### config.mk
export PLATFORM = sky130hd
export DESIGN_NAME = icache_refill_ctrl_flat
export DESIGN_NICKNAME = d
export VERILOG_FILES = /design/src/rtl/icache_refill_ctrl_if.sv /design/src/rtl/icache_refill_ctrl.sv /design/src/flat_wrapper.sv
export SDC_FILE = /design/constraint.sdc
export NUM_CORES = 1
export LEC_CHECK = 0
export ABC_AREA = 1
export CAP_MARGIN = 30
export CORE_ASPECT_RATIO = 0.9
export CORE_MARGIN = 2
export CORE_UTILIZATION = 41
export CTS_BUF_LIST = sky130_fd_sc_hd__clkbuf_2 sky130_fd_sc_hd__clkbuf_4 sky130_fd_sc_hd__clkbuf_8
export DETAILED_ROUTE_END_ITERATION = 16
export PLACE_DENSITY = 0.79
export SYNTH_ARGS = -nofsm -noshare
export SYNTH_HDL_FRONTEND = slang
export SYNTH_SLANG_ARGS = --single-unit
### constraint.sdc
create_clock -name clk -period 1.2 [get_ports clk]
set_input_delay 0.24 -clock clk [delete_from_list [all_inputs] [get_ports clk]]
set_output_delay 0.24 -clock clk [all_outputs]
set_load 0.05 [all_outputs]
### src/rtl/icache_refill_ctrl_if.sv
// Bus bundle for the instruction-cache refill engine: miss request,
// memory burst read channels, data/tag array write ports, fetch forward
// and status. master = refill engine, slave = its surroundings.
interface icache_refill_ctrl_if #(
  parameter int ADDR_WIDTH = 32,
  parameter int INDEX_BITS = 6,
  parameter int TAG_BITS   = ADDR_WIDTH - INDEX_BITS - 4
);
  logic                  miss_valid;
  logic [ADDR_WIDTH-1:0] miss_addr;
  logic                  miss_ready;
  logic                  ar_valid;
  logic [ADDR_WIDTH-1:0] ar_addr;
  logic                  ar_ready;
  logic                  r_valid;
  logic [31:0]           r_data;
  logic [1:0]            r_resp;
  logic                  r_last;
  logic                  r_ready;
  logic                  da_we;
  logic [INDEX_BITS-1:0] da_index;
  logic [1:0]            da_offset;
  logic [31:0]           da_wdata;
  logic                  tag_we;
  logic [INDEX_BITS-1:0] tag_index;
  logic [TAG_BITS-1:0]   tag_value;
  logic                  tag_valid;
  logic                  fwd_valid;
  logic [31:0]           fwd_data;
  logic                  refill_done;
  logic                  refill_err;
  logic                  busy;

  modport master (
    input  miss_valid, miss_addr, ar_ready, r_valid, r_data, r_resp, r_last,
    output miss_ready, ar_valid, ar_addr, r_ready,
           da_we, da_index, da_offset, da_wdata,
           tag_we, tag_index, tag_value, tag_valid,
           fwd_valid, fwd_data, refill_done, refill_err, busy
  );

  modport slave (
    output miss_valid, miss_addr, ar_ready, r_valid, r_data, r_resp, r_last,
    input  miss_ready, ar_valid, ar_addr, r_ready,
           da_we, da_index, da_offset, da_wdata,
           tag_we, tag_index, tag_value, tag_valid,
           fwd_valid, fwd_data, refill_done, refill_err, busy
  );
endinterface

### src/rtl/icache_refill_ctrl.sv
// Instruction-cache refill engine. Accepts a miss, issues one 4-beat
// wrapping burst starting at the critical word, writes every beat into the
// data array, forwards the critical word and finally writes the tag (valid
// only if the whole burst was clean). All outputs are registered.
module icache_refill_ctrl #(
  parameter int ADDR_WIDTH = 32,
  parameter int INDEX_BITS = 6,
  parameter int TAG_BITS   = ADDR_WIDTH - INDEX_BITS - 4
) (
  input  logic                 clk,
  input  logic                 rst_n,
  icache_refill_ctrl_if.master bus
);

  localparam logic [1:0] ST_IDLE = 2'd0;
  localparam logic [1:0] ST_ADDR = 2'd1;
  localparam logic [1:0] ST_DATA = 2'd2;
  localparam logic [1:0] ST_DONE = 2'd3;

  logic [1:0]            state_r;
  logic [1:0]            state_nxt_s;

  logic [TAG_BITS-1:0]   tag_r;
  logic [INDEX_BITS-1:0] index_r;
  logic [1:0]            crit_off_r;
  logic [1:0]            wr_off_r;
  logic [1:0]            beat_cnt_r;
  logic                  err_r;

  logic                  miss_ready_r;
  logic                  ar_valid_r;
  logic [ADDR_WIDTH-1:0] ar_addr_r;
  logic                  r_ready_r;
  logic                  busy_r;
  logic                  da_we_r;
  logic [INDEX_BITS-1:0] da_index_r;
  logic [1:0]            da_offset_r;
  logic [31:0]           da_wdata_r;
  logic                  fwd_valid_r;
  logic [31:0]           fwd_data_r;
  logic                  tag_we_r;
  logic [INDEX_BITS-1:0] tag_index_r;
  logic [TAG_BITS-1:0]   tag_value_r;
  logic                  tag_valid_r;
  logic                  refill_done_r;
  logic                  refill_err_r;

  logic                  miss_acc_s;
  logic                  ar_acc_s;
  logic                  beat_acc_s;
  logic                  last_beat_s;
  logic                  beat_err_s;
  logic                  err_nxt_s;
  logic                  unused_addr_lsb_s;

  // Byte-within-word bits play no part in a word-granular refill.
  assign unused_addr_lsb_s = ^bus.miss_addr[1:0];

  // Handshake decode and sticky error update for the beat being accepted.
  always_comb begin
    miss_acc_s  = bus.miss_valid & miss_ready_r;
    ar_acc_s    = ar_valid_r & bus.ar_ready;
    beat_acc_s  = bus.r_valid & r_ready_r;
    last_beat_s = beat_acc_s & (beat_cnt_r == 2'd3);
    // r_last must mark exactly the fourth beat; the beat counter decides the end.
    beat_err_s  = (bus.r_resp != 2'b00) | (bus.r_last != (beat_cnt_r == 2'd3));
    if (beat_acc_s) begin
      err_nxt_s = err_r | beat_err_s;
    end else begin
      err_nxt_s = err_r;
    end
  end

  // Next-state logic of the refill FSM.
  always_comb begin
    state_nxt_s = state_r;
    case (state_r)
      ST_IDLE: begin
        if (miss_acc_s) begin
          state_nxt_s = ST_ADDR;
        end else begin
          state_nxt_s = ST_IDLE;
        end
      end
      ST_ADDR: begin
        if (ar_acc_s) begin
          state_nxt_s = ST_DATA;
        end else begin
          state_nxt_s = ST_ADDR;
        end
      end
      ST_DATA: begin
        if (last_beat_s) begin
          state_nxt_s = ST_DONE;
        end else begin
          state_nxt_s = ST_DATA;
        end
      end
      ST_DONE: begin
        state_nxt_s = ST_IDLE;
      end
      default: begin
        state_nxt_s = ST_IDLE;
      end
    endcase
  end

  // State register and the state-decoded handshake outputs (registered from next state).
  always_ff @(posedge clk or negedge rst_n) begin
    if (!rst_n) begin
      state_r      <= ST_IDLE;
      miss_ready_r <= 1'b0;
      ar_valid_r   <= 1'b0;
      r_ready_r    <= 1'b0;
      busy_r       <= 1'b0;
    end else begin
      state_r      <= state_nxt_s;
      miss_ready_r <= (state_nxt_s == ST_IDLE);
      ar_valid_r   <= (state_nxt_s == ST_ADDR);
      r_ready_r    <= (state_nxt_s == ST_DATA);
      busy_r       <= (state_nxt_s != ST_IDLE);
    end
  end

  // Latch the missing line's tag/index/critical offset and the burst address.
  always_ff @(posedge clk or negedge rst_n) begin
    if (!rst_n) begin
      tag_r      <= '0;
      index_r    <= '0;
      crit_off_r <= 2'd0;
      ar_addr_r  <= '0;
    end else if (miss_acc_s) begin
      tag_r      <= bus.miss_addr[ADDR_WIDTH-1:INDEX_BITS+4];
      index_r    <= bus.miss_addr[INDEX_BITS+3:4];
      crit_off_r <= bus.miss_addr[3:2];
      ar_addr_r  <= {bus.miss_addr[ADDR_WIDTH-1:2], 2'b00};
    end
  end

  // Beat bookkeeping: wrapping write offset, beat count and sticky error.
  always_ff @(posedge clk or negedge rst_n) begin
    if (!rst_n) begin
      wr_off_r   <= 2'd0;
      beat_cnt_r <= 2'd0;
      err_r      <= 1'b0;
    end else if (miss_acc_s) begin
      beat_cnt_r <= 2'd0;
      err_r      <= 1'b0;
    end else if (ar_acc_s) begin
      wr_off_r   <= crit_off_r;
    end else if (beat_acc_s) begin
      wr_off_r   <= wr_off_r + 2'd1;
      beat_cnt_r <= beat_cnt_r + 2'd1;
      err_r      <= err_nxt_s;
    end
  end

  // Data array write port: one strobe per accepted beat, fields hold otherwise.
  always_ff @(posedge clk or negedge rst_n) begin
    if (!rst_n) begin
      da_we_r     <= 1'b0;
      da_index_r  <= '0;
      da_offset_r <= 2'd0;
      da_wdata_r  <= 32'd0;
    end else begin
      da_we_r <= beat_acc_s;
      if (beat_acc_s) begin
        da_index_r  <= index_r;
        da_offset_r <= wr_off_r;
        da_wdata_r  <= bus.r_data;
      end
    end
  end

  // Critical-word forward: the first beat goes to fetch regardless of its response.
  always_ff @(posedge clk or negedge rst_n) begin
    if (!rst_n) begin
      fwd_valid_r <= 1'b0;
      fwd_data_r  <= 32'd0;
    end else begin
      fwd_valid_r <= beat_acc_s & (beat_cnt_r == 2'd0);
      if (beat_acc_s && (beat_cnt_r == 2'd0)) begin
        fwd_data_r <= bus.r_data;
      end
    end
  end

  // Tag write and completion pulse, issued together with the last data write.
  always_ff @(posedge clk or negedge rst_n) begin
    if (!rst_n) begin
      tag_we_r      <= 1'b0;
      tag_index_r   <= '0;
      tag_value_r   <= '0;
      tag_valid_r   <= 1'b0;
      refill_done_r <= 1'b0;
      refill_err_r  <= 1'b0;
    end else begin
      tag_we_r      <= last_beat_s;
      refill_done_r <= last_beat_s;
      if (last_beat_s) begin
        tag_index_r  <= index_r;
        tag_value_r  <= tag_r;
        // A damaged line stays in the data array but can never hit.
        tag_valid_r  <= ~err_nxt_s;
        refill_err_r <= err_nxt_s;
      end
    end
  end

  assign bus.miss_ready  = miss_ready_r;
  assign bus.ar_valid    = ar_valid_r;
  assign bus.ar_addr     = ar_addr_r;
  assign bus.r_ready     = r_ready_r;
  assign bus.busy        = busy_r;
  assign bus.da_we       = da_we_r;
  assign bus.da_index    = da_index_r;
  assign bus.da_offset   = da_offset_r;
  assign bus.da_wdata    = da_wdata_r;
  assign bus.fwd_valid   = fwd_valid_r;
  assign bus.fwd_data    = fwd_data_r;
  assign bus.tag_we      = tag_we_r;
  assign bus.tag_index   = tag_index_r;
  assign bus.tag_value   = tag_value_r;
  assign bus.tag_valid   = tag_valid_r;
  assign bus.refill_done = refill_done_r;
  assign bus.refill_err  = refill_err_r;

endmodule

### src/flat_wrapper.sv
// flat-port wrapper written by rule: the top's interface ports become plain ports
module icache_refill_ctrl_flat 
#(
  parameter int ADDR_WIDTH = 32,
  parameter int INDEX_BITS = 6,
  parameter int TAG_BITS   = ADDR_WIDTH - INDEX_BITS - 4
)
  (clk, rst_n, bus_miss_valid, bus_miss_addr, bus_ar_ready, bus_r_valid, bus_r_data, bus_r_resp, bus_r_last, bus_miss_ready, bus_ar_valid, bus_ar_addr, bus_r_ready, bus_da_we, bus_da_index, bus_da_offset, bus_da_wdata, bus_tag_we, bus_tag_index, bus_tag_value, bus_tag_valid, bus_fwd_valid, bus_fwd_data, bus_refill_done, bus_refill_err, bus_busy);
  icache_refill_ctrl_if #(.ADDR_WIDTH(ADDR_WIDTH), .INDEX_BITS(INDEX_BITS), .TAG_BITS(TAG_BITS)) bus_i ();
  input  logic clk;
  input  logic rst_n;
  input wire logic [$bits(bus_i.miss_valid)-1:0] bus_miss_valid;
  input wire logic [$bits(bus_i.miss_addr)-1:0] bus_miss_addr;
  input wire logic [$bits(bus_i.ar_ready)-1:0] bus_ar_ready;
  input wire logic [$bits(bus_i.r_valid)-1:0] bus_r_valid;
  input wire logic [$bits(bus_i.r_data)-1:0] bus_r_data;
  input wire logic [$bits(bus_i.r_resp)-1:0] bus_r_resp;
  input wire logic [$bits(bus_i.r_last)-1:0] bus_r_last;
  output wire logic [$bits(bus_i.miss_ready)-1:0] bus_miss_ready;
  output wire logic [$bits(bus_i.ar_valid)-1:0] bus_ar_valid;
  output wire logic [$bits(bus_i.ar_addr)-1:0] bus_ar_addr;
  output wire logic [$bits(bus_i.r_ready)-1:0] bus_r_ready;
  output wire logic [$bits(bus_i.da_we)-1:0] bus_da_we;
  output wire logic [$bits(bus_i.da_index)-1:0] bus_da_index;
  output wire logic [$bits(bus_i.da_offset)-1:0] bus_da_offset;
  output wire logic [$bits(bus_i.da_wdata)-1:0] bus_da_wdata;
  output wire logic [$bits(bus_i.tag_we)-1:0] bus_tag_we;
  output wire logic [$bits(bus_i.tag_index)-1:0] bus_tag_index;
  output wire logic [$bits(bus_i.tag_value)-1:0] bus_tag_value;
  output wire logic [$bits(bus_i.tag_valid)-1:0] bus_tag_valid;
  output wire logic [$bits(bus_i.fwd_valid)-1:0] bus_fwd_valid;
  output wire logic [$bits(bus_i.fwd_data)-1:0] bus_fwd_data;
  output wire logic [$bits(bus_i.refill_done)-1:0] bus_refill_done;
  output wire logic [$bits(bus_i.refill_err)-1:0] bus_refill_err;
  output wire logic [$bits(bus_i.busy)-1:0] bus_busy;
  assign bus_i.miss_valid = bus_miss_valid;
  assign bus_i.miss_addr = bus_miss_addr;
  assign bus_i.ar_ready = bus_ar_ready;
  assign bus_i.r_valid = bus_r_valid;
  assign bus_i.r_data = bus_r_data;
  assign bus_i.r_resp = bus_r_resp;
  assign bus_i.r_last = bus_r_last;
  assign bus_miss_ready = bus_i.miss_ready;
  assign bus_ar_valid = bus_i.ar_valid;
  assign bus_ar_addr = bus_i.ar_addr;
  assign bus_r_ready = bus_i.r_ready;
  assign bus_da_we = bus_i.da_we;
  assign bus_da_index = bus_i.da_index;
  assign bus_da_offset = bus_i.da_offset;
  assign bus_da_wdata = bus_i.da_wdata;
  assign bus_tag_we = bus_i.tag_we;
  assign bus_tag_index = bus_i.tag_index;
  assign bus_tag_value = bus_i.tag_value;
  assign bus_tag_valid = bus_i.tag_valid;
  assign bus_fwd_valid = bus_i.fwd_valid;
  assign bus_fwd_data = bus_i.fwd_data;
  assign bus_refill_done = bus_i.refill_done;
  assign bus_refill_err = bus_i.refill_err;
  assign bus_busy = bus_i.busy;
  icache_refill_ctrl #(.ADDR_WIDTH(ADDR_WIDTH), .INDEX_BITS(INDEX_BITS), .TAG_BITS(TAG_BITS)) u_core (.clk(clk), .rst_n(rst_n), .bus(bus_i));
endmodule
==> results <==
-- stage by stage --
step	setup TNS, ns	hold WS, ns
after floorplan	-5.117	-0.05559
after global placement	-30.64	0.1367
after detailed placement	-33.94	0.1413
after CTS	-21.37	0.2050
after global routing	-29.51	0.2344
final	-20.17	0.2309
-- routing by layer --
| metal | up-vias | GRT usage | wire [microns] |
|---|---|---|---|
| met2 | 374 | 0.4631 | 12240 |
| li1 | 2432 | - | - |
| met1 | 2845 | 0.3317 | 8444 |
| met5 | - | 0 | 0 |
| met3 | 55 | 0.1014 | 2444 |
| met4 | 0 | 0.1143 | 580 |
-- worst max-delay path by stage --
stage,cells past startpoint,end,start
floorplan,7,u_core.bus.tag_index[0]$_DFFE_PN0P_,u_core.bus.r_ready$_DFF_PN0_
global placement,8,u_core.bus.tag_valid$_DFFE_PN0P_,bus_r_valid
detailed placement,5,u_core.bus.da_wdata[4]$_DFFE_PN0P_,bus_r_valid
CTS,2,bus_miss_ready,u_core.bus.miss_ready$_DFF_PN0_
global route,7,u_core.bus.refill_err$_DFFE_PN0P_,u_core.beat_cnt_r[0]$_DFFE_PN0P_
finish,7,u_core.bus.refill_err$_DFFE_PN0P_,u_core.beat_cnt_r[0]$_DFFE_PN0P_
-- layout by cell type, fill, tap and decap left out --
cell type,count
nand3_2,1
nand2_8,2
nor2_1,9
nand2_4,21
nand2_1,120
inv_2,2
inv_1,75
o21ai_4,2
a21oi_2,2
ha_2,1
clkinvlp_4,3
bufinv_16,3
inv_4,1
conb_1,2
a21oi_4,2
inv_8,3
nand2_2,24
o21ai_2,45
nor2_4,3
o21ai_0,50
buf_8,1
nand3_1,2
clkbuf_16,5
ha_4,1
buf_16,7
buf_12,152
clkinv_2,4
clkdlybuf4s50_1,68
buf_4,86
nor2_2,1
clkbuf_4,3
dfrtp_2,17
dfrtp_1,129
dlygate4sd3_1,1
o21ai_1,33
buf_6,11
nand3_4,1
clkbuf_8,19
-- cell families after synthesis --
| kind of cell | count (synthesis) | share of synthesized area |
|---|---|---|
| DFF | 146 | 0.6580 |
| and+or+nand+nor | 184 | 0.1284 |
| AOI/OAI and AO/OA | 134 | 0.1208 |
| other | 1 | 0.0006753 |
| adders and majority gates | 2 | 0.004506 |
| buffers and inverters | 111 | 0.08765 |
-- where the power goes --
| part | switching [mW] | internal, mW | total, mW |
|---|---|---|---|
| combinational | 10.4 | 9.15 | 19.6 |
| clock | 1.94 | 2.22 | 4.17 |
| sequential | 2.11 | 6.71 | 8.82 |
| total | 14.5 | 18.1 | 32.6 |
-- registers in the layout (all words and copies together), names as in the netlist, 5 cells and up --
register / count
u_core.index_r: 5
u_core.bus.da_index: 6
u_core.tag_r: 22
u_core.bus.fwd_data: 32
u_core.bus.tag_value: 22
u_core.bus.tag_index: 6
u_core.bus.da_wdata: 32
-- timing repair --
item / CTS / global route
pin swaps: 8 / 11
gates resized for setup: 88 / 128
setup endpoints to repair: 213 / 247
hold endpoints to repair: 145 / 0
hold buffers: 1 / 0
cloned: 10 / 7
setup buffers: 36 / 44
-- worst max-delay path: stages, from the launching register on --
cell and delay, ns:
dfrtp_1 0.39, ha_2 0.20, inv_2 0.05, nor2_4 0.19, inv_8 0.11, buf_12 0.15
nand2_1 0.09, o21ai_1 0.11
-- final cells by class --
class / instances / area (sq um) / area share
Sequential cell: 146 / 3675 / 0.3225
Clock inverter: 10 / 132.6 / 0.01164
Timing Repair Buffer: 331 / 4836 / 0.4244
Clock buffer: 22 / 284.0 / 0.02493
Inverter: 81 / 329.1 / 0.02888
Tap cell: 168 / 210.2 / 0.01845
Multi-Input combinational cell: 322 / 1928 / 0.1692
==> results.toml <==
[status]
status = "finished, violations left"
violations = "negative setup slack"

[yosys]
syn_area_sq_um = 5553
synth_area_leaders = "dfrtp_1 (66%), nand2_1 (11%), o21ai_0 (8.5%)"
async_flop_share = 1.000
ys_ff_latch = 146
synth.top_cells.by_count = "nand2_1 (165), dfrtp_1 (146), o21ai_0 (94)"
synthDominantCellAreaShare = 0.6580
synth-seq-area-share = 0.6580
synth-edff-count = 0
yosys.area.top_type = "dfrtp_1"
yosysMostFrequentCell = "nand2_1"
synth_cell_types = 19
yosys_warnings = 0
synth_ff_type = "dfrtp_1"
synth_area_per_cell_sq_um = 9.607
synthCells = 578

[placed_design]
preCtsSetupSlack_ns = -0.3824
port-buffer-count = 209
gp_congestion = 0.7743
place_area_sq_um = 9397
hpwlAfterDp_mm = 11.71
dp_cells = 955

[timing]
finalSetupViolCount = 229
hold_violations = 0
grt_setup_unrepaired = "yes"
setup_slack_ns = -0.2213
post-route-period-util = 1.184
fmax_mhz = 703.6
period_minus_slack_ns = 1.421
clock_skew_ns = 0.02074
slew_violations = 0

[power_and_ir_drop]
power.density_nw_per_um2 = 2857
p_total_mw = 32.56
vdd_drop_max_uv = 2218
p_leak_nw = 5.503

[global_route]
grt_use_total = 0.2785
overflow = 0
grt_pass1_wl_mm = 30.39
first_global_vias = 5587
grt_max_degree = 44
antenna_found_initial = 0

[die]
die_w_microns = 126.7
core_sq_um = 13310
io_pins = 214
start_util = 0.4171
row_count = 40
die_area_sq_um = 14490
chipHeight_microns = 114.4

[detailed_routing]
drt_wl_total_mm = 23.71
postRouteAntennaNets = 0
vias_per_cell = 5.283
num_vias = 5706
route.detailed.drc = 0
dr.first_iter.drc_count = 486
drt-pass1-iter-count = 5
wl_per_cell_microns = 21.95

[cts]
cts_buffer_depth = 2
cts.sinks = 146
htreeDepth = 4
cts-root-buf = "clkbuf_8"
clkTransAtPathRegs_ns = 0.08
clkLatencyLatePin_ns = 0.47
cts_tree = "built"
cts_buffers = 17

[finish]
layout-drive-gt1-share = 0.4638
final_util = 0.8559
final_area_sq_um = 11390
nNetsFinal = 973
fill_cells = 570
n_antenna_cell = 0
area_growth_pct = 105.2
stdcell_count = 1080

[critical_path]
ff2ff_path_depth = 7
r2r_end = "u_core.bus.refill_err$_DFFE_PN0P_"
cp.required_ns = 1.53
crit_path_end_kind = "flop"
reg2reg_setup_slack_ns = -0.22
path_max_fanout = 8
arrival_ns = 1.75
startpoint_type = "flop"
critPathKind = "reg -> reg"
r2r_start = "u_core.beat_cnt_r[0]$_DFFE_PN0P_"

[worst_hold_path]
hp-class = "in -> async"

[job]
maxCapViolCount = 0
(Power assumes the default switching activity.)
==> RTL change (same settings) <==
`ADDR_WIDTH` is set to 32 in 3 places; all go to 16.
--- a/src/rtl/icache_refill_ctrl_if.sv
+++ b/src/rtl/icache_refill_ctrl_if.sv
@@ -3,5 +3,5 @@
 // and status. master = refill engine, slave = its surroundings.
 interface icache_refill_ctrl_if #(
-  parameter int ADDR_WIDTH = 32,
+  parameter int ADDR_WIDTH = 16,
   parameter int INDEX_BITS = 6,
   parameter int TAG_BITS   = ADDR_WIDTH - INDEX_BITS - 4
--- a/src/rtl/icache_refill_ctrl.sv
+++ b/src/rtl/icache_refill_ctrl.sv
@@ -4,5 +4,5 @@
 // only if the whole burst was clean). All outputs are registered.
 module icache_refill_ctrl #(
-  parameter int ADDR_WIDTH = 32,
+  parameter int ADDR_WIDTH = 16,
   parameter int INDEX_BITS = 6,
   parameter int TAG_BITS   = ADDR_WIDTH - INDEX_BITS - 4
--- a/src/flat_wrapper.sv
+++ b/src/flat_wrapper.sv
@@ -2,5 +2,5 @@
 module icache_refill_ctrl_flat 
 #(
-  parameter int ADDR_WIDTH = 32,
+  parameter int ADDR_WIDTH = 16,
   parameter int INDEX_BITS = 6,
   parameter int TAG_BITS   = ADDR_WIDTH - INDEX_BITS - 4
Interface: changed (resized bus_ar_addr, bus_miss_addr and bus_tag_value); port bits go from 214 to 166. No check against the original RTL was run, so the function may have changed too.
==> RTL change against the unedited design <==
- the flow still finishes with violations (setup timing)
- area after synthesis decreased by 19%
- design area decreased by 20%
- setup slack better by 0.062 ns
- total power shrank 12%
- maximum frequency grew 4.6%
- critical path depth fell by 5
- first-iteration DRC count shrank 43%
- sequential cell count down 32
- routed wire length down 29%
- critical path type is now flop to output pin
- largest cell class unchanged
- highest routed layer unchanged
==> RTL change: results (changes against the unedited design) <==
stage;metric;value;unit;change
final_layout;diodes;0;;unchanged
route;viasPerCell;5.04;;-4.7%
place;port_buffers;161;;-23%
timing;setup_ws;-0.159;ns;+0.0622 ns
timing;finalClockSkew;0.0122;ns;-0.00855 ns
worst_setup_path;crit_path_top_delay_cell;dfrtp_2;;
final_layout;layout.nets;778;;-20%
grt;grt_max_degree;54;;+23%
route;first_iter_violations;279;;-43%
place;routabilityCongestion;0.783;;+1.1%
route;first_pass_iters;4;;-1
final_layout;drive_above_1_share;0.496;;+0.0321
timing;setup_viol;162;;-29%
run_status;violations;setup timing;;
synthesis;synth_area_leaders;dfrtp_1 (63%), nand2_1 (15%), o21ai_0 (4.7%), o21ai_2 (4.5%), inv_1 (4.3%);;
route;vias;4357;;-24%
synthesis;yosysUniqueCellTypes;21;;+2
place;dp_hpwl;9.38;mm;-20%
synthesis;seq_area_frac_synth;0.634;;-0.0239
grt;gr-usage-all-layers;0.247;;-0.0313
power_and_ir_drop;vdd_drop_max;1.91;mV;-14%
grt;grt_pass1_vias;4282;;-23%
synthesis;yosys-top-cells-count;nand2_1 (177), dfrtp_1 (114), inv_1 (51), o21ai_0 (42), o21ai_2 (23);;
synthesis;synth_cells;470;;-19%
run_status;outcome;finished with violations;;
route;post_drt_wl_per_cell;19.5;µm;-11%
place;dp_cells;762;;-20%
worst_setup_path;worst_ep_arrival_time;1.12;ns;-0.63 ns
worst_setup_path;cpPeakStageDelay;0.43;ns;+0.04 ns
power_and_ir_drop;leakagePower;4.50;nW;-18%
grt;grt_pass1_wl;22.1;mm;-27%
worst_setup_path;cp_max_fo;2;;-6
[RTL change: changes by cell type after synthesis, sizes merged]
cell,unedited run,this run
nor2,13,16
dfrtp,146,114
or2,0,1
nand2,167,179
a21oi,4,3
clkinv,1,0
o21ai,130,74
inv,80,53
clkbuf,12,5
[RTL change: cell families (layout without fill, tap and decap cells)]
group,Yosys count,count (layout),share of synthesized area
adder cells (fa/ha/maj),2,2,0.00556
other,1,2,0.000833
buffers and inverters,76,336,0.0812
flip-flops,114,114,0.634
AO/OA/AOI/OAI,77,77,0.105
AND/OR/NAND/NOR,200,201,0.174
[RTL change: power by group]
group / total, W / switching [W] / internal (W)
clock: 0.00422 / 0.00160 / 0.00261
sequential: 0.00733 / 0.00190 / 0.00543
combinational: 0.0169 / 0.00882 / 0.00812
total: 0.0285 / 0.0123 / 0.0162
[RTL change: critical path: cells and delay by family (launching register included)]
kind     cells  cell delay [ns]
buf+inv      2             0.27
flops        1             0.43
[RTL change: timing repair]
item	in CTS	in global routing
endpoints found under the hold margin	114	0
resized for setup	39	129
pin swaps	11	23
cloned	2	6
buffers inserted	42	21
hold buffers	1	0
endpoints found under the setup margin	168	190
[RTL change: layer usage]
metal / track usage / share of wire
met3: 0.0699 / 0.064
met4: 0.0826 / 0.034
met5: 0 / 0
met2: 0.467 / 0.53
met1: 0.269 / 0.37
[RTL change: final cells by class]
class	count	area, µm²
clock buffers	21	277
clock inverters	10	181
repair buffers	252	3620
inverters	53	211
flip-flops and latches	114	2880
fillers	496	1690
well taps	133	166
multi-input cells	282	1740
[RTL change: path summary, 6_finish.rpt]
check | endpoint | slack, ns | start
max in group asynchronous | u_core.bus.fwd_data[24]$_DFFE_PN0P_ | 0.32 | rst_n
min | u_core.bus.fwd_data[10]$_DFFE_PN0P_ | 0.28 | rst_n
min reg2reg | u_core.bus.fwd_data[29]$_DFFE_PN0P_ | 0.54 | u_core.bus.fwd_data[29]$_DFFE_PN0P_
max | bus_r_ready | -0.16 | u_core.bus.r_ready$_DFF_PN0_
min in group clk | u_core.tag_r[0]$_DFFE_PN0P_ | 0.37 | bus_miss_addr[10]
max reg2reg | u_core.bus.tag_index[0]$_DFFE_PN0P_ | -0.09 | u_core.beat_cnt_r[0]$_DFFE_PN0P_
[RTL change: per-stage QoR]
stage	cell area (µm²)	TNS, ns
after floorplan	4550	-2.67
final	9080	-7.07
after global placement	7410	-25.70
after detailed placement	7410	-29.33
after global routing	9080	-14.33
after CTS	8380	-5.59
